## src/rtl/usb_annunciator_pkg.sv

```systemverilog
// Shared encodings and default timing constants for the annunciator UART TX slice.
// USB_ANNUN_TX_PARITY_EN adds the even-parity state to the TX encoding.
package usb_annunciator_pkg;

  localparam int CLK_DIV_DEFAULT   = 417;
  localparam int FETCH_LAT_DEFAULT = 3;
  localparam int ANNUN_LAT         = 2;

  typedef enum logic [1:0] {
    F_IDLE,
    F_REQ,
    F_DROP
  } fetch_state_t;

`ifdef USB_ANNUN_TX_PARITY_EN
  typedef enum logic [2:0] {
    T_IDLE,
    T_START,
    T_DATA,
    T_PAR,
    T_STOP
  } tx_state_t;
`else
  typedef enum logic [1:0] {
    T_IDLE,
    T_START,
    T_DATA,
    T_STOP
  } tx_state_t;
`endif

endpackage

```

## src/rtl/usb_baud_gen.sv

```systemverilog
// Bit-period down-counter: tick marks the last clk48 cycle of a bit, pre_tick the one before.
// Independent of USB_ANNUN_TX_PARITY_EN.
module usb_baud_gen #(
  parameter int CLK_DIV = 417
) (
  input  logic clk48,
  input  logic rst_n,
  input  logic restart,
  output logic tick,
  output logic pre_tick
);

  localparam int W = $clog2(CLK_DIV);
  localparam logic [W-1:0] RELOAD = W'(CLK_DIV - 1);

  logic [W-1:0] cnt;

  always_ff @(posedge clk48 or negedge rst_n) begin
    if (!rst_n) begin
      cnt <= RELOAD;
    end else if (restart || cnt == '0) begin
      cnt <= RELOAD;
    end else begin
      cnt <= cnt - W'(1);
    end
  end

  assign tick     = (cnt == '0);
  assign pre_tick = (cnt == W'(1));

endmodule

```

## src/rtl/usb_annunciator_uart_tx.sv

```systemverilog
// Pulls status bytes from the annunciator and sends them as 8N1 UART frames, one byte prefetched.
// Define USB_ANNUN_TX_PARITY_EN to append an even-parity bit (8E1).
//
// state   | meaning
// F_IDLE  | no fetch in progress; starts one when enabled and the hold is empty
// F_REQ   | inc high, counting down to the din sample cycle
// F_DROP  | one forced inc-low cycle after every fetch
// T_IDLE  | line idle high, waiting for a held byte
// T_START | start bit (low)
// T_DATA  | eight data bits, LSB first
// T_PAR   | even parity bit (parity build only)
// T_STOP  | stop bit (high); chains straight into T_START if a byte is held
module usb_annunciator_uart_tx
  import usb_annunciator_pkg::*;
#(
  parameter int CLK_DIV   = CLK_DIV_DEFAULT,
  parameter int FETCH_LAT = FETCH_LAT_DEFAULT
) (
  input  logic       clk48,
  input  logic       rst_n,
  input  logic       en,
  output logic       inc,
  input  logic [7:0] din,
  input  logic       din_v,
  output logic       tx,
  output logic       busy,
  output logic       frame_done
);

  localparam int FW = $clog2(FETCH_LAT + 1);

  if (CLK_DIV < 2 || FETCH_LAT < ANNUN_LAT + 1) begin : g_bad_param
    $error("usb_annunciator_uart_tx: CLK_DIV must be >= 2 and FETCH_LAT > annunciator latency");
  end

  fetch_state_t  f_state;
  tx_state_t     t_state;
  logic [FW-1:0] f_cnt;
  logic [7:0]    hold;
  logic          hold_full;
  logic [7:0]    shift;
  logic [2:0]    idx;
`ifdef USB_ANNUN_TX_PARITY_EN
  logic          par;
`endif

  logic tick, pre_tick;
  logic capture, load, hold_full_nxt, busy_nxt;

  // Next-cycle view of the busy terms so busy can leave a flop like every other output.
  always_comb begin
    capture       = (f_state == F_REQ) && (f_cnt == FW'(1)) && din_v;
    load          = hold_full && ((t_state == T_IDLE) || (t_state == T_STOP && tick));
    hold_full_nxt = capture || (hold_full && !load);
    busy_nxt      = hold_full_nxt
                 || (f_state == F_REQ)
                 || (f_state == F_IDLE && en && !hold_full)
                 || load
                 || (t_state != T_IDLE && !(t_state == T_STOP && tick));
  end

  usb_baud_gen #(.CLK_DIV(CLK_DIV)) u_baud (
    .clk48    (clk48),
    .rst_n    (rst_n),
    .restart  (load),
    .tick     (tick),
    .pre_tick (pre_tick)
  );

  always_ff @(posedge clk48 or negedge rst_n) begin
    if (!rst_n) begin
      hold_full <= 1'b0;
      busy      <= 1'b0;
    end else begin
      hold_full <= hold_full_nxt;
      busy      <= busy_nxt;
    end
  end

  always_ff @(posedge clk48 or negedge rst_n) begin
    if (!rst_n) begin
      f_state <= F_IDLE;
      inc     <= 1'b0;
      f_cnt   <= '0;
      hold    <= '0;
    end else begin
      case (f_state)
        F_IDLE: begin
          if (en && !hold_full) begin
            f_state <= F_REQ;
            inc     <= 1'b1;
            f_cnt   <= FW'(FETCH_LAT);
          end
        end
        F_REQ: begin
          f_cnt <= f_cnt - FW'(1);
          // counter reaches 0 on this edge: sample din; an invalid byte is simply dropped
          if (f_cnt == FW'(1)) begin
            inc     <= 1'b0;
            f_state <= F_DROP;
            if (din_v) hold <= din;
          end
        end
        F_DROP:  f_state <= F_IDLE;
        default: begin
          f_state <= F_IDLE;
          inc     <= 1'b0;
        end
      endcase
    end
  end

  always_ff @(posedge clk48 or negedge rst_n) begin
    if (!rst_n) begin
      t_state    <= T_IDLE;
      tx         <= 1'b1;
      frame_done <= 1'b0;
      shift      <= '0;
      idx        <= '0;
`ifdef USB_ANNUN_TX_PARITY_EN
      par        <= 1'b0;
`endif
    end else begin
      frame_done <= (t_state == T_STOP) && pre_tick;
      case (t_state)
        T_IDLE: begin
          if (load) begin
            t_state <= T_START;
            tx      <= 1'b0;
            shift   <= hold;
            idx     <= '0;
`ifdef USB_ANNUN_TX_PARITY_EN
            par     <= ^hold;
`endif
          end
        end
        T_START: begin
          if (tick) begin
            t_state <= T_DATA;
            tx      <= shift[0];
            shift   <= {1'b0, shift[7:1]};
          end
        end
        T_DATA: begin
          if (tick) begin
            if (idx == 3'd7) begin
`ifdef USB_ANNUN_TX_PARITY_EN
              t_state <= T_PAR;
              tx      <= par;
`else
              t_state <= T_STOP;
              tx      <= 1'b1;
`endif
            end else begin
              idx   <= idx + 3'd1;
              tx    <= shift[0];
              shift <= {1'b0, shift[7:1]};
            end
          end
        end
`ifdef USB_ANNUN_TX_PARITY_EN
        T_PAR: begin
          if (tick) begin
            t_state <= T_STOP;
            tx      <= 1'b1;
          end
        end
`endif
        T_STOP: begin
          if (tick) begin
            if (load) begin
              t_state <= T_START;
              tx      <= 1'b0;
              shift   <= hold;
              idx     <= '0;
`ifdef USB_ANNUN_TX_PARITY_EN
              par     <= ^hold;
`endif
            end else begin
              t_state <= T_IDLE;
            end
          end
        end
        default: begin
          t_state <= T_IDLE;
          tx      <= 1'b1;
        end
      endcase
    end
  end

endmodule

```

## config.mk

```make
export PLATFORM = sky130hd
export DESIGN_NAME = usb_annunciator_uart_tx
export DESIGN_NICKNAME = d
export VERILOG_FILES = /design/src/rtl/usb_annunciator_pkg.sv /design/src/rtl/usb_baud_gen.sv /design/src/rtl/usb_annunciator_uart_tx.sv
export SDC_FILE = /design/constraint.sdc
export NUM_CORES = 1
export LEC_CHECK = 0
export BUFFER_PORTS_ARGS = -buffer_cell sky130_fd_sc_hd__clkbuf_2
export CORE_MARGIN = 4
export CORE_UTILIZATION = 45
export DETAILED_ROUTE_END_ITERATION = 10
export SYNTH_ARGS = -nofsm -noshare
export SYNTH_HDL_FRONTEND = slang
export SYNTH_SLANG_ARGS = --single-unit
```

## constraint.sdc

```tcl
create_clock -name clk48 -period 2.9 [get_ports clk48]
set_clock_uncertainty 0.15 [all_clocks]
set_input_delay 0.29 -clock clk48 [delete_from_list [all_inputs] [get_ports clk48]]
set_output_delay 0.29 -clock clk48 [all_outputs]
set_load 0.01 [all_outputs]
```

==> impl_metrics.csv, run 1 <==
group,metric,value,unit
sta,period_needed,2300,ps
sta,fin_crit_sh,79.5,%
detailed_routing,drt_wl_total,4400,um
die,initial_core_util,47.8,%
run,cap_viol_max_count,0,
detailed_routing,drcViolationCount,0,
sta,maxSlewViolCount,0,
logic_synthesis,synth_edf_count,0,
sta,maxSlewHeadroom,35.0,%
final_layout,final_net_count,239,
logic_synthesis,syn_avg_cell_area,11.0,sq um
detailed_routing,routed_via_density,5.87,
cts,postCtsSetupBuffers,0,
placement,portBuffers,15,
logic_synthesis,synth_seq_cells,39,
placement,pre_cts_slack,619,ps
power_and_ir_drop,p_leak,1.12,nW
placement,hpwl,3110,um
power_and_ir_drop,p_per_area,591,nW/um^2
worst_hold_path,min_path_type,"input port to asynchronous set/reset pin",
logic_synthesis,synth_nets,218,
final_layout,fill_cells,402,
detailed_routing,via_count,1573,
final_layout,drive_gt1_share,20.4,%
global_routing,antenna_found_initial,0,
die,die_h,76.9,um
status,outcome,"finished, violations left",
logic_synthesis,ys_types,48,
critical_path,crit_chain,"inv_1 -> ha_1 -> or3_1 -> a21boi_2 -> o32a_1 -> o221a_1",
critical_path,worstSetupStartpointType,"flop",
global_routing,track_usage,16.4,%
critical_path,slowest_stage,"dfrtp_1",
sta,setup_slack,595,ps
die,dieArea,5920,sq um
cts,cts.repair.resized,0,
sta,whs,-24.3,ps
critical_path,cp_data_arrival_time,2340,ps
final_layout,final_common_cell,"dfrtp_1",
sta,fmax,434,MHz
logic_synthesis,syn_inst,194,
detailed_routing,wire_per_inst,16.4,um
logic_synthesis,ys.warnings.count,0,
cts,ctsHoldBuffers,0,
critical_path,cp_num_buf_inv,1,
global_routing,grt_pass1_wl,7700,um
critical_path,cp-end-kind,"flop",
logic_synthesis,synth_ff_type,"dfrtp_1",
logic_synthesis,synthArstFlopShare,100,%
sta,worst_pin_slew,975,ps
die,core_area,4470,sq um
global_routing,grt.overflow.total,0,
logic_synthesis,yosysSeqAreaShare,45.9,%
cts,cts_buffers,5,
critical_path,crit_fanout,9,
cts,clk_path_buf_depth,2,
power_and_ir_drop,ir_drop,0.342,mV
critical_path,max_stage_delay,440,ps
cts,htree_num_levels,2,
placement,place_congestion,0.856,
final_layout,mostFrequentLayoutCells,"dfrtp_1, nor2_1, nand2_1",
cts,path_clk_slew,80,ps
cts,cts_tree,"built",
cts,clk_latency,300,ps
sta,rsz0062_at_grt,"false",
detailed_routing,dr.pass1.iters,4,
global_routing,grt_max_degree,40,
critical_path,critPathRequiredTime,2940,ps
cts,cts-root-buf,"clkbuf_8",
global_routing,grt_pass1_vias,1597,
sta,setup_tns,0,ps
sta,finalSetupViolations,0,
die,die_w,76.9,um
cts,clock-sinks,39,
detailed_routing,first_iter_violations,120,
final_layout,area_delta_synth_final,11.8,%
final_layout,antenna-diode-count,0,
status,violations,"hold timing",
sta,hold_violations,22,
critical_path,path_class,"flop to flop",
detailed_routing,antenna_left,0,
critical_path,crit_family,"compound AO/OA/AOI/OAI gates",
die,ios,16,
die,rows,24,
logic_synthesis,netlist_area,2140,sq um
## layer usage
metal / GRT usage, % / wire length [um] / vias to the layer above
li1: - / - / 751
met1: 21.8 / 2080 / 780
met2: 26.0 / 2080 / 37
met3: 4.68 / 195 / 5
met4: 4.89 / 50 / 0
met5: 0 / 0 / -
## cell type report
class | instances | area, sq um | area share (%)
clock inverter | 3 | 43.8 | 1.83
multi-input combinational | 141 | 1100 | 46.1
timing repair buffer | 16 | 82.6 | 3.46
clock buffer | 5 | 68.8 | 2.88
sequential | 39 | 981 | 41.1
tap | 52 | 65.1 | 2.72
inverter | 12 | 45.0 | 1.89
## flip-flops by register name, indices dropped and copies added, names as in the netlist
register / cells
busy: 1
shift: 8
tx: 1
hold: 8
inc: 1
frame_done: 1
f_cnt: 2
idx: 3
f_state: 2
t_state: 2
hold_full: 1
u_baud.cnt: 9
## Yosys cell counts, types with 2 or more instances
master,instances,area (sq um)
a21oi_1,5,25.0
xnor2_1,5,43.8
xor2_1,2,17.5
nand3_1,3,15.0
mux2_2,9,101
nand2_1,16,60.1
ha_1,12,150
nor4b_1,2,17.5
or3_1,9,56.3
o221a_1,6,67.6
o32a_1,7,70.1
dfstp_2,4,105
o2bb2ai_1,2,17.5
o21ai_1,2,10.0
inv_1,12,45.0
nor2b_1,2,12.5
o211ai_1,3,22.5
and2_1,4,25.0
a21o_1,6,45.0
dfrtp_1,35,876
o21ai_0,4,20.0
nand2b_1,2,12.5
nor2_1,17,63.8
## worst reg2reg max path, delay by kind of cell, from the launching register on
kind / cells / cell delay, ps
compound gates: 3 / 850
fa+ha+maj: 1 / 290
buf+inv: 1 / 110
flops: 1 / 440
simple gates: 1 / 350
## cells by family (layout without fill, tap and decap cells)
family | count (synthesis) | after routing | synth area share (%)
AOI/OAI and AO/OA | 43 | 43 | 17.3
xor gates and xnor gates | 7 | 7 | 2.87
adders and majority gates | 12 | 12 | 7.03
buffers and inverters | 14 | 36 | 2.52
DFF | 39 | 39 | 45.9
muxes | 11 | 11 | 5.74
and+or+nand+nor | 68 | 68 | 18.6
## power breakdown
part	total (W)	internal, W	switching [W]	leakage (nW)
sequential	0.000695	0.000632	0.0000630	0.483
combinational	0.000250	0.000134	0.000116	0.575
clock	0.000466	0.000256	0.000210	0.0581
## stage by stage
step	util (%)	std cells	total power [W]	cell area, sq um
6_report	53.4	268	0.00141	2390
5_1_grt	53.4	268	0.00150	2390
4_1_cts	53.4	268	0.00142	2390
3_5_place_dp	50.9	260	0.000961	2280
2_1_floorplan	-	194	0.000878	2140
3_3_place_gp	50.9	260	0.000945	2280
## worst paths after layout
path | from | end | slack [ps] | cells after the start
setup / recovery | t_state[0]$_DFFE_PN0P_ | shift[4]$_DFFE_PN0P_ | 600 | 6
hold / removal | rst_n | frame_done$_DFF_PN0_ | -20 | 1
setup reg to reg | t_state[0]$_DFFE_PN0P_ | shift[4]$_DFFE_PN0P_ | 600 | 6
hold reg to reg | idx[0]$_DFFE_PN0P_ | idx[0]$_DFFE_PN0P_ | 330 | 1
max in group asynchronous | rst_n | u_baud.cnt[6]$_DFF_PN0_ | 2010 | 1
min in group clk48 | din[4] | hold[4]$_DFFE_PN0P_ | 60 | 2
Note: power is estimated with default switching activity, not from simulation.
==> run 2: changes to the inputs <==
==> constraint.sdc (replaced) <==
create_clock -name clk48 -period 1.9 [get_ports clk48]
set_clock_uncertainty 0.15 [all_clocks]
set_input_delay 0.19 -clock clk48 [delete_from_list [all_inputs] [get_ports clk48]]
set_output_delay 0.19 -clock clk48 [all_outputs]
set_load 0.01 [all_outputs]
==> run 2 against run 1 <==
  * The flow finishes with violations (setup timing)
  * Via count grew 13%
  * Non-clock buffer count up 54
  * First-iteration DRC count down 60%
  * Critical endpoint unchanged
  * Highest routed layer unchanged
==> impl_metrics.csv, run 2 (synthesis results as in run 1) <==
group,metric,value,unit
status,outcome,"finished, violations left",
status,violations,"setup timing",
detailed_routing,via_count,1770,
final_layout,fin_util,69.6,%
final_layout,final_net_count,294,
critical_path,critPathRequiredTime,1990,ps
detailed_routing,first_iter_violations,48,
power_and_ir_drop,totalPowerFinal,0.00218,W
power_and_ir_drop,p_per_area,701,nW/um^2
run,cap_viol_max_count,0,
placement,dp_cells,292,
sta,finalSetupViolations,11,
cts,cts-root-buf,"clkbuf_8",
final_layout,mostFrequentLayoutCells,"dfrtp_1, buf_4, nor2_1",
cts,cts_buffers,5,
sta,hold_violations,0,
power_and_ir_drop,p_leak,1.43,nW
die,rows,24,
final_layout,area_delta_synth_final,45.7,%
detailed_routing,routed_via_density,5.48,
critical_path,cp-end-kind,"flop",
cts,clk_path_buf_depth,2,
cts,path_clk_slew,90,ps
final_layout,reg.largest.list,"u_baud.cnt (9), hold (8), shift (8)",
cts,clk_latency,300,ps
sta,maxSlewHeadroom,64.6,%
sta,worst_pin_slew,531,ps
detailed_routing,wire_per_inst,16.7,um
critical_path,path_class,"flop to flop",
cts,cts_tree,"built",
final_layout,fill_cells,316,
placement,place_congestion,0.831,
final_layout,regMostFlops,"u_baud.cnt",
detailed_routing,antenna_left,0,
sta,setup_slack,-186,ps
die,core_area,4470,sq um
critical_path,cp_data_arrival_time,2170,ps
global_routing,grt_max_degree,22,
placement,portBuffers,15,
cts,clock-sinks,39,
global_routing,track_usage,18.3,%
global_routing,grt.overflow.total,0,
global_routing,antenna_found_initial,0,
sta,rsz0062_at_grt,"true",
global_routing,grt_pass1_vias,1813,
die,initial_core_util,47.8,%
worst_hold_path,min_path_type,"input port to flop",
final_layout,finalNonFillerCells,323,
sta,period_needed,2090,ps
sta,fmax,479,MHz
detailed_routing,dr.pass1.iters,4,
global_routing,grt_pass1_wl,8580,um
sta,fin_crit_sh,110,%
critical_path,crit_fanout,10,
die,ios,16,
die,dieArea,5920,sq um
final_layout,antenna-diode-count,0,
placement,hpwl,3610,um
final_layout,drive_gt1_share,44.6,%
sta,maxSlewViolCount,0,
critical_path,worstSetupStartpointType,"flop",
detailed_routing,drcViolationCount,0,
power_and_ir_drop,ir_drop,0.623,mV
die,die_h,76.9,um
detailed_routing,drt_wl_total,5410,um
cts,htree_num_levels,2,
final_layout,largest_reg_flops,9,
die,die_w,76.9,um
==> run 2: worst max-delay path, stage by stage, from the launching register on <==
cell and delay [ps]:
dfrtp_1 390, inv_2 90, ha_4 130, or4b_4 510, o31ai_4 250, buf_12 160
o32a_1 160, o221a_1 180
==> run 2: cell type report <==
class	instances	area, sq um	area share (%)
well taps	52	65.1	2.09
clock inverters	3	43.8	1.41
flip-flops and latches	39	983	31.6
multi-input cells	142	1310	42.2
repair buffers	70	594	19.1
inverters	12	45.0	1.45
clock buffers	5	68.8	2.21
==> run 2: report_power, final <==
group / switching (W) / internal [W]
Combinational: 0.000200 / 0.000234
Clock: 0.000315 / 0.000391
Sequential: 0.0000781 / 0.000964
Total: 0.000594 / 0.00159
==> run 2: stage by stage <==
step                      setup WS [ps]  setup TNS [ps]  cell area (sq um)  hold slack [ps]
final                              -186           -1520               3110             52.8
after global routing               -249           -2280               3110              107
after CTS                          -184           -1430               2840             52.9
after detailed placement           -191           -1630               2580             43.4
after global placement             -168           -1220               2580             35.1
after floorplan                    -118            -822               2180             -256
==> run 2: metal layers <==
layer  vias up  GRT usage (%)  part of all wire (%)
li1        860              -                     -
met1       857           22.5                    44
met2        37           30.2                    50
met3        16           3.51                   2.8
met4         0           9.60                   2.8
met5         -              0                     0
==> run 2: what timing repair did <==
item                                    CTS  global route
setup buffers                             0            12
hold buffers                              9             0
gates cloned                              0             2
resized for setup                        14            27
pin swaps                                 9            18
endpoints found under the setup margin   15            16
endpoints found under the hold margin    24             0
==> run 2: final timing paths <==
path | cells after the start | slack [ps] | end | start
min in group asynchronous | 2 | 240 | u_baud.cnt[2]$_DFF_PN0_ | rst_n
hold / removal | 4 | 50 | busy$_DFF_PN0_ | en
setup / recovery | 7 | -190 | shift[4]$_DFFE_PN0P_ | u_baud.cnt[1]$_DFF_PN0_
hold reg to reg | 1 | 340 | f_cnt[0]$_DFFE_PN0P_ | f_cnt[0]$_DFFE_PN0P_
max in group asynchronous | 3 | 790 | u_baud.cnt[7]$_DFF_PN1_ | rst_n
setup reg to reg | 7 | -190 | shift[4]$_DFFE_PN0P_ | u_baud.cnt[1]$_DFF_PN0_
==> run 3: changes to the inputs <==
--- a/config.mk
+++ b/config.mk
@@ -6,6 +6,7 @@
 export NUM_CORES = 1
 export LEC_CHECK = 0
 export BUFFER_PORTS_ARGS = -buffer_cell sky130_fd_sc_hd__clkbuf_2
+export CORE_ASPECT_RATIO = 0.9
 export CORE_MARGIN = 4
 export CORE_UTILIZATION = 45
 export DETAILED_ROUTE_END_ITERATION = 10
==> run 3 against run 2 <==
  * Fmax about the same
  * Largest cell class unchanged
  * The run still ends with setup timing left
  * Largest power group unchanged
  * Power rose by 1.4%
  * Cell count rose by 2.2%
==> impl_metrics.csv, run 3 (synthesis results as in run 1) <==
group,metric,value,unit
critical_path,slowest_stage,"dfrtp_1",
final_layout,drive_gt1_share,45.1,%
critical_path,max_stage_delay,400,ps
status,outcome,"finished, violations left",
detailed_routing,top_layer_used,"met4",
global_routing,track_usage,19.3,%
cts,clk_latency,290,ps
critical_path,cp-end-kind,"flop",
detailed_routing,drt_wl_total,5310,um
critical_path,worstSetupStartpointType,"flop",
final_layout,final_net_count,291,
power_and_ir_drop,p_per_area,717,nW/um^2
cts,htree_num_levels,2,
global_routing,grt.overflow.total,0,
placement,pre_cts_slack,-216,ps
sta,worst_pin_slew,511,ps
sta,whs,106,ps
die,rows,23,
sta,setup_slack,-188,ps
final_layout,regMostFlops,"u_baud.cnt",
power_and_ir_drop,ir_drop,0.639,mV
global_routing,grt_pass1_vias,1905,
power_and_ir_drop,totalPowerFinal,0.00221,W
cts,clk_path_buf_depth,2,
sta,maxSlewViolCount,0,
critical_path,crit_chain,"ha_2 -> ha_4 -> and2_4 -> or3_4 -> o32a_1 -> o221a_1",
cts,cts-root-buf,"clkbuf_8",
detailed_routing,dr.pass1.iters,4,
run,cap_viol_max_count,0,
critical_path,path_class,"flop to flop",
sta,period_needed,2090,ps
detailed_routing,wire_per_inst,16.1,um
sta,fmax,479,MHz
sta,fin_crit_sh,110,%
final_layout,largest_reg_flops,9,
die,dieArea,5920,sq um
detailed_routing,wl_met1,2290,um
status,violations,"setup timing",
final_layout,finish.instance_area,3090,sq um
die,ios,16,
critical_path,cp_num_buf_inv,0,
cts,path_clk_slew,80,ps
power_and_ir_drop,p_leak,1.44,nW
detailed_routing,via_count,1851,
detailed_routing,first_iter_violations,54,
global_routing,grt_max_degree,24,
sta,maxSlewHeadroom,66.0,%
global_routing,grt_pass1_wl,8820,um
global_routing,antenna_found_initial,0,
detailed_routing,drcViolationCount,0,
critical_path,cp_data_arrival_time,2130,ps
critical_path,crit_fanout,8,
placement,portBuffers,15,
die,core_area,4520,sq um
sta,finalSetupViolations,12,
cts,cts_tree,"built",
sta,hold_violations,0,
placement,place_congestion,0.912,
cts,clock-sinks,39,
final_layout,fin_util,68.4,%
final_layout,mostFrequentLayoutCells,"buf_4, dfrtp_1, nor2_1",
detailed_routing,dr_wl_met3,261,um
critical_path,critPathRequiredTime,1940,ps
die,initial_core_util,47.3,%
detailed_routing,routed_via_density,5.61,
sta,rsz0062_at_grt,"true",
final_layout,fill_cells,335,
die,die_h,73.4,um
final_layout,area_delta_synth_final,44.6,%
final_layout,antenna-diode-count,0,
worst_hold_path,min_path_type,"input port to flop",
final_layout,final_common_cell,"buf_4",
critical_path,crit_family,"compound AO/OA/AOI/OAI gates",
die,die_w,80.6,um
placement,hpwl,3590,um
placement,place_area,2600,sq um
detailed_routing,dr_wl_met2,2680,um
detailed_routing,antenna_left,0,
cts,cts_buffers,5,
final_layout,reg.largest.list,"u_baud.cnt (9), hold (8), shift (8)",
-- run 3: layout make-up --
type                            count  area (sq um)  share of cell area (%)
Tap cell                           62          77.6                    2.51
Multi-Input combinational cell    142          1330                    43.1
Timing Repair Buffer               67           539                    17.5
Inverter                           12          45.0                    1.46
Sequential cell                    39           983                    31.8
Clock inverter                      3          43.8                    1.42
Clock buffer                        5          68.8                    2.23
-- run 3: through the flow --
step | TNS (ps) | instances
2_1_floorplan | -822 | 194
5_1_grt | -2280 | 330
4_1_cts | -1660 | 327
3_3_place_gp | -1510 | 302
6_report | -1540 | 330
3_5_place_dp | -2130 | 302
-- run 3: power breakdown --
| group | switching [W] | internal, W |
|---|---|---|
| registers | 0.0000851 | 0.000964 |
| logic | 0.000211 | 0.000250 |
| clock network | 0.000312 | 0.000391 |
| total | 0.000608 | 0.00161 |
-- run 3: worst paths after layout --
check	start	endpoint	slack, ps	cells past startpoint
worst min register to register	hold[3]$_DFFE_PN0P_	hold[3]$_DFFE_PN0P_	360	1
min in group asynchronous	rst_n	u_baud.cnt[3]$_DFF_PN0_	250	2
worst max-delay path	idx[0]$_DFFE_PN0P_	shift[6]$_DFFE_PN0P_	-190	6
worst min-delay path	en	busy$_DFF_PN0_	110	4
max in group asynchronous	rst_n	u_baud.cnt[7]$_DFF_PN1_	780	3
worst max register to register	idx[0]$_DFFE_PN0P_	shift[6]$_DFFE_PN0P_	-190	6
-- run 3: worst min-delay path, cell delays in order --
cell and delay (ps):
clkbuf_2 90, nor2_1 40, nor2_1 90, or3_4 120
-- run 3: layer usage --
layer / vias up / track usage, %
met5: - / 0
li1: 861 / -
met2: 64 / 32.8
met4: 0 / 6.75
met3: 12 / 4.66
met1: 914 / 24.1
-- run 3: timing repair --
item | in CTS | in global routing
resized for setup | 20 | 24
setup endpoints to repair | 16 | 22
endpoints found under the hold margin | 22 | 0
pin swaps | 15 | 17
hold buffers | 9 | 0
buffers inserted | 7 | 4
gates cloned | 1 | 1
